**config.mk**
```make
export PLATFORM = sky130hd
export DESIGN_NAME = spi_sclk_engine
export DESIGN_NICKNAME = d
export VERILOG_FILES = /design/src/rtl/spi_sclk_engine.sv
export SDC_FILE = /design/constraint.sdc
export NUM_CORES = 1
export LEC_CHECK = 0
export CAP_MARGIN = 10
export CORE_ASPECT_RATIO = 1.4
export CORE_MARGIN = 8
export CORE_UTILIZATION = 28
export DETAILED_ROUTE_END_ITERATION = 12
export GPL_TIMING_DRIVEN = 0
export PLACE_DENSITY = 0.5
export SLEW_MARGIN = 15
export SYNTH_ARGS = -nofsm -noshare
export SYNTH_HDL_FRONTEND = slang
export SYNTH_SLANG_ARGS = --single-unit
```
**constraint.sdc**
```tcl
create_clock -name clk -period 1.9 [get_ports clk]
set_clock_uncertainty 0.1 [all_clocks]
set_input_delay 0.19 -clock clk [delete_from_list [all_inputs] [get_ports clk]]
set_output_delay 0.19 -clock clk [all_outputs]
set_load 0.1 [all_outputs]
```
**src/rtl/spi_sclk_engine.sv**
```systemverilog
// SPI serial-clock engine: generates sclk from a runtime half-period divider and
// emits registered edge, sample/shift and end-of-frame strobes aligned with sclk.
// Optional macro SPI_SCLK_ENGINE_GUARD_EN adds a post-frame guard interval of
// div+1 cycles (sclk held idle) before done, for chip-select hold time.
module spi_sclk_engine #(
  parameter int unsigned DIV_W = 16,
  parameter int unsigned CNT_W = 6
) (
  input  logic             clk,
  input  logic             rst_n,
  input  logic             start,
  input  logic             cpol,
  input  logic             cpha,
  input  logic [DIV_W-1:0] div,
  input  logic [CNT_W-1:0] nbits,
  output logic             sclk,
  output logic             busy,
  output logic             lead_stb,
  output logic             trail_stb,
  output logic             sample_stb,
  output logic             shift_stb,
  output logic             done
);

`ifdef SPI_SCLK_ENGINE_GUARD_EN
  typedef enum logic [1:0] {StIdle, StRun, StGuard, StDone} state_e;
`else
  typedef enum logic [1:0] {StIdle, StRun, StDone} state_e;
`endif

  state_e           state_q, state_d;
  logic [DIV_W-1:0] hcnt_q, hcnt_d;
  logic [CNT_W:0]   ecnt_q, ecnt_d;
  logic [DIV_W-1:0] div_q, div_d;
  logic [CNT_W-1:0] nbits_q, nbits_d;
  logic             cpol_q, cpol_d;
  logic             cpha_q, cpha_d;
  logic             sclk_q, sclk_d;
  logic             busy_q, busy_d;
  logic             done_q, done_d;
  logic             lead_q, lead_d;
  logic             trail_q, trail_d;
  logic             sample_q, sample_d;
  logic             shift_q, shift_d;

  // Next-state: frame sequencing, half-period timing and edge strobes.
  always_comb begin
    state_d  = state_q;
    hcnt_d   = hcnt_q;
    ecnt_d   = ecnt_q;
    div_d    = div_q;
    nbits_d  = nbits_q;
    cpol_d   = cpol_q;
    cpha_d   = cpha_q;
    sclk_d   = sclk_q;
    busy_d   = busy_q;
    done_d   = 1'b0;
    lead_d   = 1'b0;
    trail_d  = 1'b0;
    sample_d = 1'b0;
    shift_d  = 1'b0;
    unique case (state_q)
      StIdle: begin
        sclk_d = cpol;
        hcnt_d = '0;
        ecnt_d = '0;
        if (start) begin
          div_d   = div;
          nbits_d = nbits;
          cpol_d  = cpol;
          cpha_d  = cpha;
          busy_d  = 1'b1;
          state_d = StRun;
        end
      end
      StRun: begin
        // Frame ends once 2*nbits edges have been produced (immediately for nbits=0).
        if (ecnt_q == {nbits_q, 1'b0}) begin
`ifdef SPI_SCLK_ENGINE_GUARD_EN
          hcnt_d  = '0;
          state_d = StGuard;
`else
          busy_d  = 1'b0;
          done_d  = 1'b1;
          state_d = StDone;
`endif
        end else if (hcnt_q == div_q) begin
          hcnt_d  = '0;
          sclk_d  = ~sclk_q;
          ecnt_d  = ecnt_q + 1'b1;
          // Even edge index is leading, odd is trailing.
          lead_d   = ~ecnt_q[0];
          trail_d  = ecnt_q[0];
          sample_d = cpha_q ? ecnt_q[0] : ~ecnt_q[0];
          shift_d  = cpha_q ? ~ecnt_q[0] : ecnt_q[0];
        end else begin
          hcnt_d = hcnt_q + 1'b1;
        end
      end
`ifdef SPI_SCLK_ENGINE_GUARD_EN
      StGuard: begin
        if (hcnt_q == div_q) begin
          busy_d  = 1'b0;
          done_d  = 1'b1;
          state_d = StDone;
        end else begin
          hcnt_d = hcnt_q + 1'b1;
        end
      end
`endif
      StDone: begin
        state_d = StIdle;
      end
      default: begin
        state_d = StIdle;
      end
    endcase
  end

  // State and registered outputs; reset aborts any frame silently.
  always_ff @(posedge clk or negedge rst_n) begin
    if (!rst_n) begin
      state_q  <= StIdle;
      hcnt_q   <= '0;
      ecnt_q   <= '0;
      div_q    <= '0;
      nbits_q  <= '0;
      cpol_q   <= 1'b0;
      cpha_q   <= 1'b0;
      sclk_q   <= 1'b0;
      busy_q   <= 1'b0;
      done_q   <= 1'b0;
      lead_q   <= 1'b0;
      trail_q  <= 1'b0;
      sample_q <= 1'b0;
      shift_q  <= 1'b0;
    end else begin
      state_q  <= state_d;
      hcnt_q   <= hcnt_d;
      ecnt_q   <= ecnt_d;
      div_q    <= div_d;
      nbits_q  <= nbits_d;
      cpol_q   <= cpol_d;
      cpha_q   <= cpha_d;
      sclk_q   <= sclk_d;
      busy_q   <= busy_d;
      done_q   <= done_d;
      lead_q   <= lead_d;
      trail_q  <= trail_d;
      sample_q <= sample_d;
      shift_q  <= shift_d;
    end
  end

  assign sclk       = sclk_q;
  assign busy       = busy_q;
  assign done       = done_q;
  assign lead_stb   = lead_q;
  assign trail_stb  = trail_q;
  assign sample_stb = sample_q;
  assign shift_stb  = shift_q;

endmodule

```
==> out/summary.txt, run 1 <==
====================================================================================
Total wirelength of the detailed-routed design                               7180 um
Gr ovfl total                                                                      0
Die area                                                                   13500 um2
Nets in the synthesized netlist                                                  291
Parity-gate share of the synthesized area counting xor and xnor cells          10.3%
Largest family of logic cells by synthesized area                       simple AND/OR/NAND/NOR gates
Final weighted congestion of routability-driven global placement               0.832
Setup TNS after final layout                                                -3110 ps
Post-synthesis mux area share                                                  9.24%
TritonCTS clock tree                                                           built
Area taken by multi-input logic gates                                       1490 um2
Slew Limit Fails                                                                   0
Worst skew pair latency                                                       290 ps
Final count of hold timing violations                                              0
Global-route total usage across every layer                                    11.2%
Data arrival time of the critical path                                       2210 ps
Compound-cell area share of the yosys netlist                                  11.6%
Peak supply drop                                                              701 uV
Number of ports placed on the die boundary                                        34
Number of detailed-routing iterations run before antenna repair                    4
Die Y-Extent                                                                  134 um
Number of enable flip-flop cells after synthesis                                   0
Horizontal die dimension                                                      101 um
Total power per unit cell area                                           1150 nW/um2
Pin count of the biggest net entering global routing                              56
Largest fanout on the critical path                                                6
Total of endpoints with negative setup slack in the final report                  27
Total design power                                                           4330 uW
Highest attainable clock frequency                                           476 MHz
Worst slack at placement                                                     -575 ps
Clock-pin slew on the worst setup and hold paths                               60 ps
Crit path capture type                                                      register
Fillcell total                                                                   954
Worst Setup Start Kind                                                      register
Number of H-tree levels                                                            2
Worst-margin pin slew                                                         972 ps
Count of vias placed by the detailed router                                     2234
Number of buffers added by the clock tree synthesis step                           5
Classification of the worst setup path                                  register to register
Starting DRT DRC Count                                                            72
Max-capacitance violation count                                                    0
Root Driver                                                             sky130_fd_sc_hd__clkbuf_16
Dominant cell type by area after synthesis                              sky130_fd_sc_hd__dfrtp_1
Library cells used by synthesis                                                   44
Max Buffers Root-to-Sink                                                           2
Top flip-flop cell by instance count after synthesis                    sky130_fd_sc_hd__dfrtp_1
Global-route wire length before repair                                      11900 um
DRT antenna net count                                                              0
Max-slew headroom                                                              35.5%
Average footprint of a synthesized cell                                     10.7 um2
Synth Cell Area                                                             2800 um2
Count of mapped cells out of synthesis                                           262
Layout cell share with drive strength beyond 1                                 28.1%
Sink Count                                                                        55
Final period util                                                               111%
Number of port buffers                                                            33
Final period demand of the worst path                                        2100 ps
Endpoint required time on the critical path                                  2010 ps
Final worst-path setup slack                                                 -203 ps
Simple-Gate Fraction of Synth Area                                             14.8%
Class of the worst hold path                                            input port to async pin
Flip-flop and latch area                                                    1380 um2
Flop and latch count out of synthesis                                             55
Standard-cell rows                                                                43
Number of global-route vias before repair                                       2357
Yosys warning count                                                                0
Effective utilization at floorplan                                             28.5%
Result of the run                                                       finished, violations left
Leak                                                                      0.00159 uW
Leading post-synthesis cells by cell area                               sky130_fd_sc_hd__dfrtp_1, sky130_fd_sc_hd__mux2_2, sky130_fd_sc_hd__xor2_1, sky130_fd_sc_hd__xnor2_1, sky130_fd_sc_hd__nand3_1
Unrepaired setup endpoints after global routing                                  yes
Fraction of the mapped netlist area in adder cells                            0.892%
Antenna violations before repair                                                   0
Violations in the final reports                                         negative setup slack
Proportion of synthesized flip-flops having asynchronous set or reset           100%
Total inserted antenna cells                                                       0
CORE AREA                                                                   9850 um2
NumNets Final                                                                    343
Area growth from synthesis to layout                                           34.2%
Post-detailed-route wirelength per cell                                      16.0 um
Portion of the post-synthesis area used by sequential elements                 49.1%
Proportion of netlist area held by the largest area contributor                49.1%
Post-detailed-route DRC marker count                                               0
Detailed placement HPWL                                                      5010 um
Post-DR vias/cell                                                               4.99
====================================================================================
## report_power, final
part | internal [uW] | switching, uW | total, uW
clock | 475 | 388 | 863
sequential | 1500 | 218 | 1720
combinational | 761 | 988 | 1750
## metal layers
metal,track usage [%],vias up,part of all wire [%]
li1,-,1057,-
met1,12.9,1116,42
met2,19.1,46,52
met3,2.44,15,3.2
met4,5.15,0,2.4
met5,0,-,0
## sequential cells by signal, summed over array words and instances (netlist names)
name and flops:
busy 1, cpha_q 1, div_q 16, done 1, ecnt_q 7, hcnt_q 16
lead_stb 1, nbits_q 6, sample_stb 1, sclk 1, shift_stb 1, state_q 2
trail_stb 1
## cells in the mapped netlist (all sizes together) (2+ instances only)
master and n:
o311ai 4, xnor2 11, a32oi 2, nand3 14
a21oi 13, buf 9, o211ai 4, and4 2
or4 3, nand2 17, and3 4, clkbuf 10
ha 2, nor3 4, nor2 9, and2 3
a311oi 5, a31oi 5, inv 6, o21ai 4
nand4 7, nor4 5, dfrtp 55, a22oi 4
xor2 22, and4b 2, mux2 23
## repair_timing
action | 4_1_cts | 5_1_grt
hold endpoints to repair | 55 | 0
buffers inserted | 6 | 4
pin swaps | 14 | 21
resized for setup | 42 | 32
hold buffers | 1 | 0
cloned | 1 | 1
endpoints found under the setup margin | 57 | 47
## worst paths after layout
path / to / cells past startpoint / startpoint / slack, ps
max: ecnt_q[0] / 6 / hcnt_q[11] / -200
min: lead_stb / 2 / rst_n / 400
max reg2reg: ecnt_q[0] / 6 / hcnt_q[11] / -200
min reg2reg: busy / 2 / busy / 400
max in group asynchronous: hcnt_q[0] / 2 / rst_n / 800
min in group clk: busy / 2 / busy / 400
## metrics by stage
| step | util, % | area, um2 | cells | hold WS (ps) |
|---|---|---|---|---|
| floorplan | - | 2810 | 262 | -206 |
| global placement | 33.6 | 3310 | 430 | 386 |
| detailed placement | 33.5 | 3300 | 430 | 199 |
| CTS | 36.5 | 3600 | 443 | 394 |
| global route | 38.2 | 3760 | 448 | 407 |
| finish | 38.2 | 3760 | 448 | 396 |
## logic make-up (layout without fill, tap and decap cells)
family | count (synthesis) | in the layout
compound gates | 47 | 47
xor+xnor | 33 | 33
fa+ha+maj | 2 | 2
buf+inv | 26 | 77
flops | 55 | 55
mux | 23 | 23
simple gates | 76 | 76
## layout make-up
class | instances | share of cell area (%)
Clock buffer | 6 | 3.42
Multi-Input combinational cell | 181 | 39.6
Sequential cell | 55 | 36.6
Buffer | 18 | 3.69
Inverter | 7 | 0.698
Tap cell | 135 | 4.49
Timing Repair Buffer | 46 | 11.5
## critical path, cell delays in order, from the launching register on
cell and delay [ps]:
sky130_fd_sc_hd__dfrtp_1 440, sky130_fd_sc_hd__xor2_1 190, sky130_fd_sc_hd__nor4_2 310, sky130_fd_sc_hd__nand4_1 230, sky130_fd_sc_hd__or3_1 430, sky130_fd_sc_hd__buf_6 150, sky130_fd_sc_hd__a22oi_1 170
## cells in the final DEF (no fill, tap or decap), drive strengths merged, types with 3 or more instances in the layout
master / instances
nor4: 5
dfrtp: 55
o211ai: 4
inv: 6
and3: 4
a31oi: 5
clkdlybuf4s50: 25
nand4: 7
and2: 3
nor3: 4
buf: 23
a21oi: 13
mux2: 23
a311oi: 5
xnor2: 11
o311ai: 4
a22oi: 4
xor2: 22
nor2: 9
nand3: 14
or4: 3
nand2: 17
dlygate4sd2: 7
clkbuf: 14
o21ai: 4
Note: power is estimated with default switching activity, not from simulation.
==> run 2: changes to the inputs <==
- CAP_MARGIN: 10 -> 20
==> results of run 2 <==
The final DEF is identical to that of run 1; final timing and power are the same.
